===== config.mk =====
export PLATFORM = sky130hd
export DESIGN_NAME = sonata_sw_debounce
export DESIGN_NICKNAME = d
export VERILOG_FILES = /design/src/rtl/sonata_sw_pkg.sv /design/src/rtl/sonata_debounce_chan.sv /design/src/rtl/sonata_sw_debounce.sv
export SDC_FILE = /design/constraint.sdc
export NUM_CORES = 1
export LEC_CHECK = 0
export BUFFER_PORTS_ARGS = -buffer_cell sky130_fd_sc_hd__buf_2
export CORE_AREA = 2 2 220 222
export DETAILED_ROUTE_END_ITERATION = 12
export DIE_AREA = 0 0 222 224
export GPL_ROUTABILITY_DRIVEN = 0
export GPL_TIMING_DRIVEN = 0
export MAX_ROUTING_LAYER = met4
export PLACE_DENSITY = 0.5
export SKIP_CTS_REPAIR_TIMING = 1
export SKIP_LAST_GASP = 1
export SYNTH_ARGS = -nofsm -noshare
export SYNTH_HDL_FRONTEND = slang
export SYNTH_SLANG_ARGS = --single-unit

===== constraint.sdc =====
create_clock -name clk_sys_i -period 12.5 [get_ports clk_sys_i]
set_clock_uncertainty 0.15 [all_clocks]
set_input_delay 2.5 -clock clk_sys_i [delete_from_list [all_inputs] [get_ports clk_sys_i]]
set_output_delay 2.5 -clock clk_sys_i [all_outputs]
set_load 0.01 [all_outputs]

===== src/rtl/sonata_sw_pkg.sv =====
// Shared constants for the Sonata board switch conditioning path.
// Switch bit layout: nav joystick in the low bits, user DIP above it.
package sonata_sw_pkg;

    localparam int NavSwWidth = 5;
    localparam int UsrSwWidth = 8;
    localparam int SwWidth    = NavSwWidth + UsrSwWidth;

    localparam int DefaultCntWidth       = 20;
    localparam int DefaultDebounceCycles = 500000;

    localparam int NavUp    = 0;
    localparam int NavDown  = 1;
    localparam int NavLeft  = 2;
    localparam int NavRight = 3;
    localparam int NavPress = 4;
    localparam int UsrBase  = NavSwWidth;

    typedef logic [SwWidth-1:0] sw_vec_t;

endpackage


===== src/rtl/sonata_debounce_chan.sv =====
// One switch bit: input register, 2-flop synchroniser, stability
// counter, accepted level and registered rise/fall pulses.
module sonata_debounce_chan #(
    parameter int CntWidth       = 20,
    parameter int DebounceCycles = 500000,
    parameter bit InvertIn       = 1'b1
) (
    input  logic clk,
    input  logic rst,
    input  logic raw,
    output logic level,
    output logic rise,
    output logic fall
);

    localparam logic [CntWidth-1:0] Last = CntWidth'(DebounceCycles - 1);

    // Flops keep pin polarity so they reset to the idle pin level;
    // inversion is applied after the synchroniser.
    logic [2:0]          pipe;
    logic                sync;
    logic [CntWidth-1:0] cnt;

    assign sync = pipe[2] ^ InvertIn;

    always_ff @(posedge clk or posedge rst) begin
        if (rst) begin
            pipe  <= {3{InvertIn}};
            cnt   <= '0;
            level <= 1'b0;
            rise  <= 1'b0;
            fall  <= 1'b0;
        end else begin
            pipe <= {pipe[1:0], raw};
            rise <= 1'b0;
            fall <= 1'b0;
            if (sync == level) begin
                cnt <= '0;
            end else if (cnt == Last) begin
                level <= sync;
                cnt   <= '0;
                rise  <= sync;
                fall  <= ~sync;
            end else begin
                cnt <= cnt + CntWidth'(1);
            end
        end
    end

endmodule


===== src/rtl/sonata_sw_debounce.sv =====
// Board switch conditioning in front of GPI: per-bit debounce channels
// plus sticky change flags and a combined change request.
module sonata_sw_debounce
    import sonata_sw_pkg::*;
#(
    parameter int Width          = SwWidth,
    parameter int CntWidth       = DefaultCntWidth,
    parameter int DebounceCycles = DefaultDebounceCycles,
    parameter bit InvertIn       = 1'b1
) (
    input  logic             clk_sys_i,
    input  logic             rst_sys_i,
    input  logic [Width-1:0] sw_raw_i,
    output logic [Width-1:0] sw_o,
    output logic [Width-1:0] rise_o,
    output logic [Width-1:0] fall_o,
    output logic [Width-1:0] changed_o,
    input  logic [Width-1:0] changed_clr_i,
    output logic             any_changed_o
);

    if (DebounceCycles < 1 ||
        longint'(DebounceCycles) >= (longint'(1) << CntWidth)) begin : g_param_err
        $fatal(1, "DebounceCycles out of range for CntWidth");
    end

    for (genvar i = 0; i < Width; i++) begin : g_chan
        sonata_debounce_chan #(
            .CntWidth       (CntWidth),
            .DebounceCycles (DebounceCycles),
            .InvertIn       (InvertIn)
        ) u_chan (
            .clk   (clk_sys_i),
            .rst   (rst_sys_i),
            .raw   (sw_raw_i[i]),
            .level (sw_o[i]),
            .rise  (rise_o[i]),
            .fall  (fall_o[i])
        );
    end

    // A new edge beats a same-cycle clear so no event is lost.
    always_ff @(posedge clk_sys_i or posedge rst_sys_i) begin
        if (rst_sys_i) begin
            changed_o     <= '0;
            any_changed_o <= 1'b0;
        end else begin
            changed_o     <= (changed_o & ~changed_clr_i) | rise_o | fall_o;
            any_changed_o <= |changed_o;
        end
    end

endmodule


# Word level (Yosys, flattened, before mapping)
# Cells that the tools add are included.
[classes]
addsub = 13
eq_ne = 26
muxes = 78
bitwise = 30
n_reduce_logical = 14
[op_table]
columns = ["cell", "count"]
rows = [
  ["20-bit 2-to-1 mux", 26],
  ["20-bit by 1-bit adder with 20-bit output (second input constant)", 13],
  ["20-bit by 19-bit equality test with 1-bit output (second input constant)", 13],
  ["1-bit 2-to-1 mux", 52],
  ["1-bit inverter", 26],
  ["13-bit bitwise OR", 2],
  ["2-bit AND reduction", 13],
  ["13-bit bitwise AND", 1],
  ["1-bit equality test", 13],
  ["13-bit inverter", 1],
  ["13-bit OR reduction", 1],
]
[totals]
ff_bits = 352
input_bits = 28
out_inout_bits = 53

# Longest topological paths before layout
# Gate-level depths: netlist of run 1.
[logic_depth]
ltp_word = 4
mapped_depth = 7

# Modules after synthesis
# A second synthesis of run 1 with hierarchy kept.
[hier_totals]
cells_unflattened = 1593
area_unflattened_um2 = 17037.6
[by_module_without_submodules]
columns = ["mod", "n_inst", "cells_per_inst", "area_each_um2", "seq_area_each_um2"]
rows = [
  ["sonata_debounce_chan", 13, 118, 1268.7, 654.4],
  ["sonata_sw_debounce", 1, 59, 544.3, 350.3],
]

# Worst setup path before layout of run 1
# No wires, ideal clock.
[synth_path]
kind = "register to output"
startpoint = "reg g_chan[0].u_chan.level"
endpoint = "out sw_o[0]"
arrival_time_ns = 0.544
setup_slack_ns = 9.306
stages_incl_launch_ff = 2
path_buffers = 1
path_cell_list = "dfrtp_1 buf_4"
[synth_lines]
columns = ["element", "line", "source"]
rows = [
  ["from (decl)", "sonata_debounce_chan.sv:11", "output logic level,"],
  ["from (signal assigned)", "sonata_debounce_chan.sv:40", "level <= sync;"],
  ["to (decl)", "sonata_sw_debounce.sv:14", "output logic [Width-1:0] sw_o,"],
]
# No word-level cell between the ends.

# Final worst setup path of run 1
[layout_path]
startpoint = "reg changed_o[8]"
endpoint = "out changed_o[8]"
[layout_lines]
columns = ["element", "line", "source"]
rows = [
  ["from (decl)", "sonata_sw_debounce.sv:17", "output logic [Width-1:0] changed_o,"],
  ["from (signal assigned)", "sonata_sw_debounce.sv:48", "changed_o <= (changed_o & ~changed_clr_i) | rise_o | fall_o;"],
]
# No word-level cell between the ends.

==> results of run 1 <==
[cell type report]
class / instances / area (um^2)
multi-input cells: 1123 / 6813
repair buffers: 83 / 483.0
flip-flops and latches: 352 / 8857
fillers: 4633 / 28220
inverters: 76 / 292.8
well taps: 615 / 769.5
plain buffers: 72 / 444.2
clock inverters: 11 / 186.4
clock buffers: 66 / 1282
[final timing paths]
kind / slack [ns] / endpoint / depth (start not counted) / start
worst max-delay path: 8.52 / changed_o[8] / 1 / changed_o[8]$_DFF_PP0_
worst min-delay path: 0.19 / g_chan[8].u_chan.pipe[2]$_DFF_PP1_ / 0 / g_chan[8].u_chan.pipe[1]$_DFF_PP1_
worst max register to register: 9.79 / g_chan[2].u_chan.cnt[15]$_DFF_PP0_ / 7 / g_chan[2].u_chan.cnt[0]$_DFF_PP0_
worst min register to register: 0.19 / g_chan[8].u_chan.pipe[2]$_DFF_PP1_ / 0 / g_chan[8].u_chan.pipe[1]$_DFF_PP1_
max in group asynchronous: 9.13 / g_chan[10].u_chan.pipe[0]$_DFF_PP1_ / 4 / rst_sys_i
min in group asynchronous: 1.83 / changed_o[4]$_DFF_PP0_ / 2 / rst_sys_i
[Yosys cell counts, types with 9 or more instances]
| library cell | number |
|---|---|
| a21oi_1 | 54 |
| and3_1 | 22 |
| and4_1 | 22 |
| buf_4 | 42 |
| clkbuf_1 | 22 |
| dfrtp_1 | 313 |
| dfstp_2 | 39 |
| ha_1 | 13 |
| inv_1 | 76 |
| mux2i_1 | 9 |
| nand2_1 | 75 |
| nand3_1 | 94 |
| nand4_1 | 88 |
| nor2_1 | 249 |
| nor3_1 | 57 |
| nor4_1 | 49 |
| nor4b_1 | 10 |
| o21ai_0 | 46 |
| o31ai_1 | 18 |
| or3_1 | 34 |
| or4_1 | 33 |
| xnor2_1 | 124 |
| xor2_1 | 69 |
[registers in the layout (all words and copies together), names as in the netlist]
| name | flops |
|---|---|
| g_chan.u_chan.cnt | 260 |
| changed_o | 13 |
| any_changed_o | 1 |
| g_chan.u_chan.fall | 13 |
| g_chan.u_chan.level | 13 |
| g_chan.u_chan.rise | 13 |
| g_chan.u_chan.pipe | 39 |
[metrics by stage]
stage | setup TNS [ns] | worst slack (ns) | instances | util | hold WS [ns]
final | 0 | 8.519 | 2398 | 0.4040 | 0.1938
after global routing | 0 | 8.465 | 2398 | 0.4040 | 0.2054
after CTS | 0 | 8.485 | 2398 | 0.4040 | 0.1900
after detailed placement | 0 | 8.453 | 2321 | 0.3730 | 0.1968
after global placement | -1351.44 | -4.326 | 2318 | 0.3711 | 0.1958
after floorplan | 0 | 0.1510 | 1623 | - | 0.1952
[power breakdown]
group          switching, W  leakage [nW]  internal (W)
Sequential        0.0000152          4.75       0.00116
Clock              0.000478         0.720      0.000806
Combinational     0.0000491          2.37     0.0000207
[cells by family (layout without fill, tap and decap cells)]
logic type,after synthesis,after routing,synth area share
AO/OA/AOI/OAI,140,140,0.05318
XOR/XNOR,193,193,0.1031
adder cells (fa/ha/maj),13,13,0.009919
buffers and inverters,148,308,0.04448
flip-flops,352,352,0.5401
multiplexers,9,9,0.005493
AND/OR/NAND/NOR,768,768,0.2438
[metal layers]
| metal | share of wire | global-route usage |
|---|---|---|
| met1 | 0.49 | 0.1946 |
| met3 | 0.034 | 0.02348 |
| met5 | 0 | - |
| met2 | 0.46 | 0.2273 |
| met4 | 0.022 | 0.04926 |
==> results_dict.tcl, run 1 <==
set metrics [dict create \
    critPathArrivalTime_ns 1.33 \
    die_w_um 222 \
    place.detailed.hpwl_mm 23.23 \
    hp-class "reg -> reg" \
    clock_sinks 352 \
    crit_family "flip-flops" \
    yosys_warnings 0 \
    final-setup-viol-count 0 \
    die_h_um 224 \
    grt_pass1_vias 11970 \
    cp_cell_sequence "buf_2" \
    grt_max_degree 122 \
    rsz0062_at_grt "false" \
    worstSetupEndpointType "output port" \
    synthesis.nets 1664 \
    core_area_um2 47350 \
    first_pass_iters 5 \
    wl_mm 34.22 \
    crit_buf_inv 1 \
    overflow 0 \
    initial_core_util 0.3464 \
    final_cell_mix "dfrtp_1, nor2_1, xnor2_1" \
    cpPeakStageDelay_ns 0.56 \
    ys_types 46 \
    required_ns 9.85 \
    mostFrequentLayoutCell "dfrtp_1" \
    num_antenna_cells 0 \
    dpl_cell_area_um2 17660 \
    fin_area_um2 19130 \
    p_per_area_nw_per_um2 132.3 \
    tightest_slew_ns 0.8951 \
    path_class "reg -> out" \
    grt.total_usage 0.1460 \
    root_buffer "clkbuf_16" \
    clock.fmax_ghz 0.2512 \
    worstSkewPairLatency_ns 0.56 \
    routedWlPerCell_um 14.27 \
    drv_slew 0 \
    first_iter_violations 450 \
    power_w 0.002530 \
    cts_made_buffers 42 \
    rows 80 \
    path_clk_slew_ns 0.06 \
    cts_tree "built" \
    clockBufferDepth 3 \
    drtAntennaViolNets 0 \
    final_net_count 1791 \
    min_period_ns 3.981 \
    drive_gt1_frac 0.1436 \
    grt_first_pass_wirelength_mm 59.01 \
    synth-seq-cells 352 \
    p_leak_nw 7.839 \
    hold_viol 0 \
    drcViolationCount 0 \
    ys_seq_area_frac 0.5401 \
    numPortBuffers 80 \
    synthArstFlopShare 1.000 \
    cp_slowest_cell "dfrtp_1" \
    antenna_found_initial 0 \
    synth_top_area_frac 0.4776 \
    period_share 0.3185 \
    netlist_area_um2 16400 \
    synth_cells 1623 \
    relSlewSlack 0.3968 \
    cap_violations 0 \
    start_kind "flip-flop" \
    synth_edf_count 0 \
    postSynthAreaPerCell_um2 10.10 \
    peakVddDrop_v 0.00008978 \
    vias 11980 \
    synthTopCellsByArea "dfrtp_1, xnor2_1, dfstp_2" \
    dieArea_um2 49730 \
    syn2layout_area_growth_pct 16.64 \
    cp_max_fo 3 \
    ios 81 \
    status "complete, no violations" \
    vias_per_cell 4.997 \
    htreeDepth 2 \
    ys.flop_type "dfrtp_1" \
    yosysTopAreaCell "dfrtp_1" \
]
(Power assumes the default switching activity.)
==> run 2, diff against run 1 <==
==> constraint.sdc (replaced) <==
create_clock -name clk_sys_i -period 3.6 [get_ports clk_sys_i]
set_clock_uncertainty 0.15 [all_clocks]
set_input_delay 0.72 -clock clk_sys_i [delete_from_list [all_inputs] [get_ports clk_sys_i]]
set_output_delay 0.72 -clock clk_sys_i [all_outputs]
set_load 0.01 [all_outputs]
==> run 2 against run 1 <==
  * Final cell count increased by 0.33%
  * Design area about the same
  * Worst setup slack got worse by 7.6 ns
  * Utilization about the same
  * First-iteration DRC count increased by 33%
==> results_dict.tcl, run 2 (synthesis results as in run 1) <==
set metrics [dict create \
    status "complete, no violations" \
    clock_sinks 352 \
    path_clk_slew_ns 0.06 \
    period_share 0.7531 \
    required_ns 3.88 \
    first_pass_iters 5 \
    core_area_um2 47350 \
    vias 12000 \
    largest_register_ffs 260 \
    relSlewSlack 0.3580 \
    clock.fmax_ghz 0.3688 \
    vias_per_cell 4.987 \
    hp-class "in -> async" \
    min_period_ns 2.711 \
    grt_first_pass_wirelength_mm 59.69 \
    drv_slew 0 \
    p_leak_nw 7.829 \
    grt_max_degree 42 \
    p_per_area_nw_per_um2 442.0 \
    cts_made_buffers 42 \
    n_fill_cell 4648 \
    hold_viol 0 \
    p_clk_frac 0.486 \
    rows 80 \
    cp_slowest_cell "o21bai_1" \
    switchingPower_w 0.001897 \
    initial_core_util 0.3464 \
    path_class "reg -> reg" \
    final-setup-viol-count 0 \
    crit_top_cell "clkbuf_1" \
    regMostFlops "g_chan.u_chan.cnt" \
    dieArea_um2 49730 \
    seq_area_um2 8857 \
    critPathArrivalTime_ns 2.99 \
    layout_setup_ws_ns 0.8887 \
    power_w 0.008452 \
    drcViolationCount 0 \
    die_h_um 224 \
    drive_gt1_frac 0.1452 \
    start_kind "flip-flop" \
    num_antenna_cells 0 \
    cp_cell_sequence "ha_1, and4_1, clkbuf_1, nand2_1, o21bai_1, clkbuf_1, nor2_1" \
    cpPeakStageDelay_ns 0.59 \
    multi_input_area_um2 6813 \
    ios 81 \
    tightest_slew_ns 0.9525 \
    cap_violations 0 \
    comb_power_share 0.030 \
    routedWlPerCell_um 14.30 \
    grt_pass1_vias 11930 \
    rsz0062_at_grt "false" \
    cts_tree "built" \
    grt.total_usage 0.1476 \
    internal-power_w 0.006555 \
    syn2layout_area_growth_pct 16.59 \
    dpl_worst_slack_ns 0.8177 \
    root_buffer "clkbuf_16" \
    final_cell_mix "dfrtp_1, nor2_1, xnor2_1" \
    first_iter_violations 597 \
    place.detailed.hpwl_mm 23.78 \
    wl_mm 34.41 \
    htreeDepth 2 \
    die_w_um 222 \
    overflow 0 \
    setup-tns-final_ns 0 \
    r2r_slack_ns 0.89 \
    swShare 0.2245 \
    top_regs "g_chan.u_chan.cnt x260, g_chan.u_chan.pipe x39" \
    final_net_count 1798 \
    pwr-share-seq 0.484 \
    cp_max_fo 10 \
    drtAntennaViolNets 0 \
    worstSkewPairLatency_ns 0.57 \
    antenna_found_initial 0 \
    numPortBuffers 80 \
    mostFrequentLayoutCell "dfrtp_1" \
    fin_util 0.4039 \
    clockBufferDepth 3 \
    worstSetupEndpointType "flip-flop" \
    peakVddDrop_v 0.0002497 \
]
==> run 2: changes by cell type in the layout (fill, tap and decap cells not counted) <==
cell        delta
clkinv_8       +1
inv_8          -1
clkbuf_16      -1
buf_16         -3
clkbuf_8       +1
inv_6          +1
buf_12        +10
clkbuf_1       +4
clkinvlp_4     +1
bufinv_16      -5
==> run 2: area by class of cell <==
cell class                 instances  share of cell area
buffer                            72             0.02323
clock buffer                      70             0.06727
clock inverter                     8            0.003206
inverter                          76             0.01512
multi-input combinational       1123              0.3563
sequential                       352              0.4632
tap                              615             0.04024
timing repair buffer              90             0.03141
==> run 2: worst paths after layout <==
kind	start	to	depth (start not counted)
max in group asynchronous	rst_sys_i	g_chan[11].u_chan.pipe[1]$_DFF_PP1_	5
min in group clk_sys_i	sw_raw_i[0]	g_chan[0].u_chan.pipe[0]$_DFF_PP1_	1
worst max register to register	g_chan[10].u_chan.cnt[0]$_DFF_PP0_	g_chan[10].u_chan.cnt[12]$_DFF_PP0_	7
worst max-delay path	g_chan[10].u_chan.cnt[0]$_DFF_PP0_	g_chan[10].u_chan.cnt[12]$_DFF_PP0_	7
worst min-delay path	rst_sys_i	changed_o[6]$_DFF_PP0_	2
worst min register to register	g_chan[11].u_chan.pipe[1]$_DFF_PP1_	g_chan[11].u_chan.pipe[2]$_DFF_PP1_	0
==> run 2: routing by layer <==
layer  track usage  vias to the layer above  share of wire  wire length (um)
met3       0.02505                       53          0.039              1345
met4       0.05013                        0          0.023               794
met5             -                        -              0                 0
met1        0.2011                     5806           0.49             17000
li1              -                     5960              -                 -
met2        0.2234                      179           0.44             15270
==> run 2: power groups by stage <==
stage,Combinational [W],Sequential (W),Clock [W]
after detailed placement,0.000270,0.00416,0
after CTS,0.000272,0.00409,0.00429
final,0.000258,0.00409,0.00411
after global placement,0.000241,0.00416,0
after floorplan,0.000170,0.00414,0
after global routing,0.000302,0.00409,0.00444
==> run 2: per-stage QoR <==
step	instance area, um^2	cells	hold slack [ns]
floorplan	16400	1623	0.1952
global placement	17570	2318	0.1956
detailed placement	17770	2328	0.1968
CTS	19120	2406	0.008640
global route	19120	2406	0.03178
finish	19120	2406	0.02174
==> run 2: worst max-delay path, delay by kind of cell, from the launching register on <==
family | cells | cell delay [ns]
compound gates | 1 | 0.59
fa+ha+maj | 1 | 0.22
simple gates | 3 | 0.47
buf+inv | 2 | 0.75
flops | 1 | 0.39
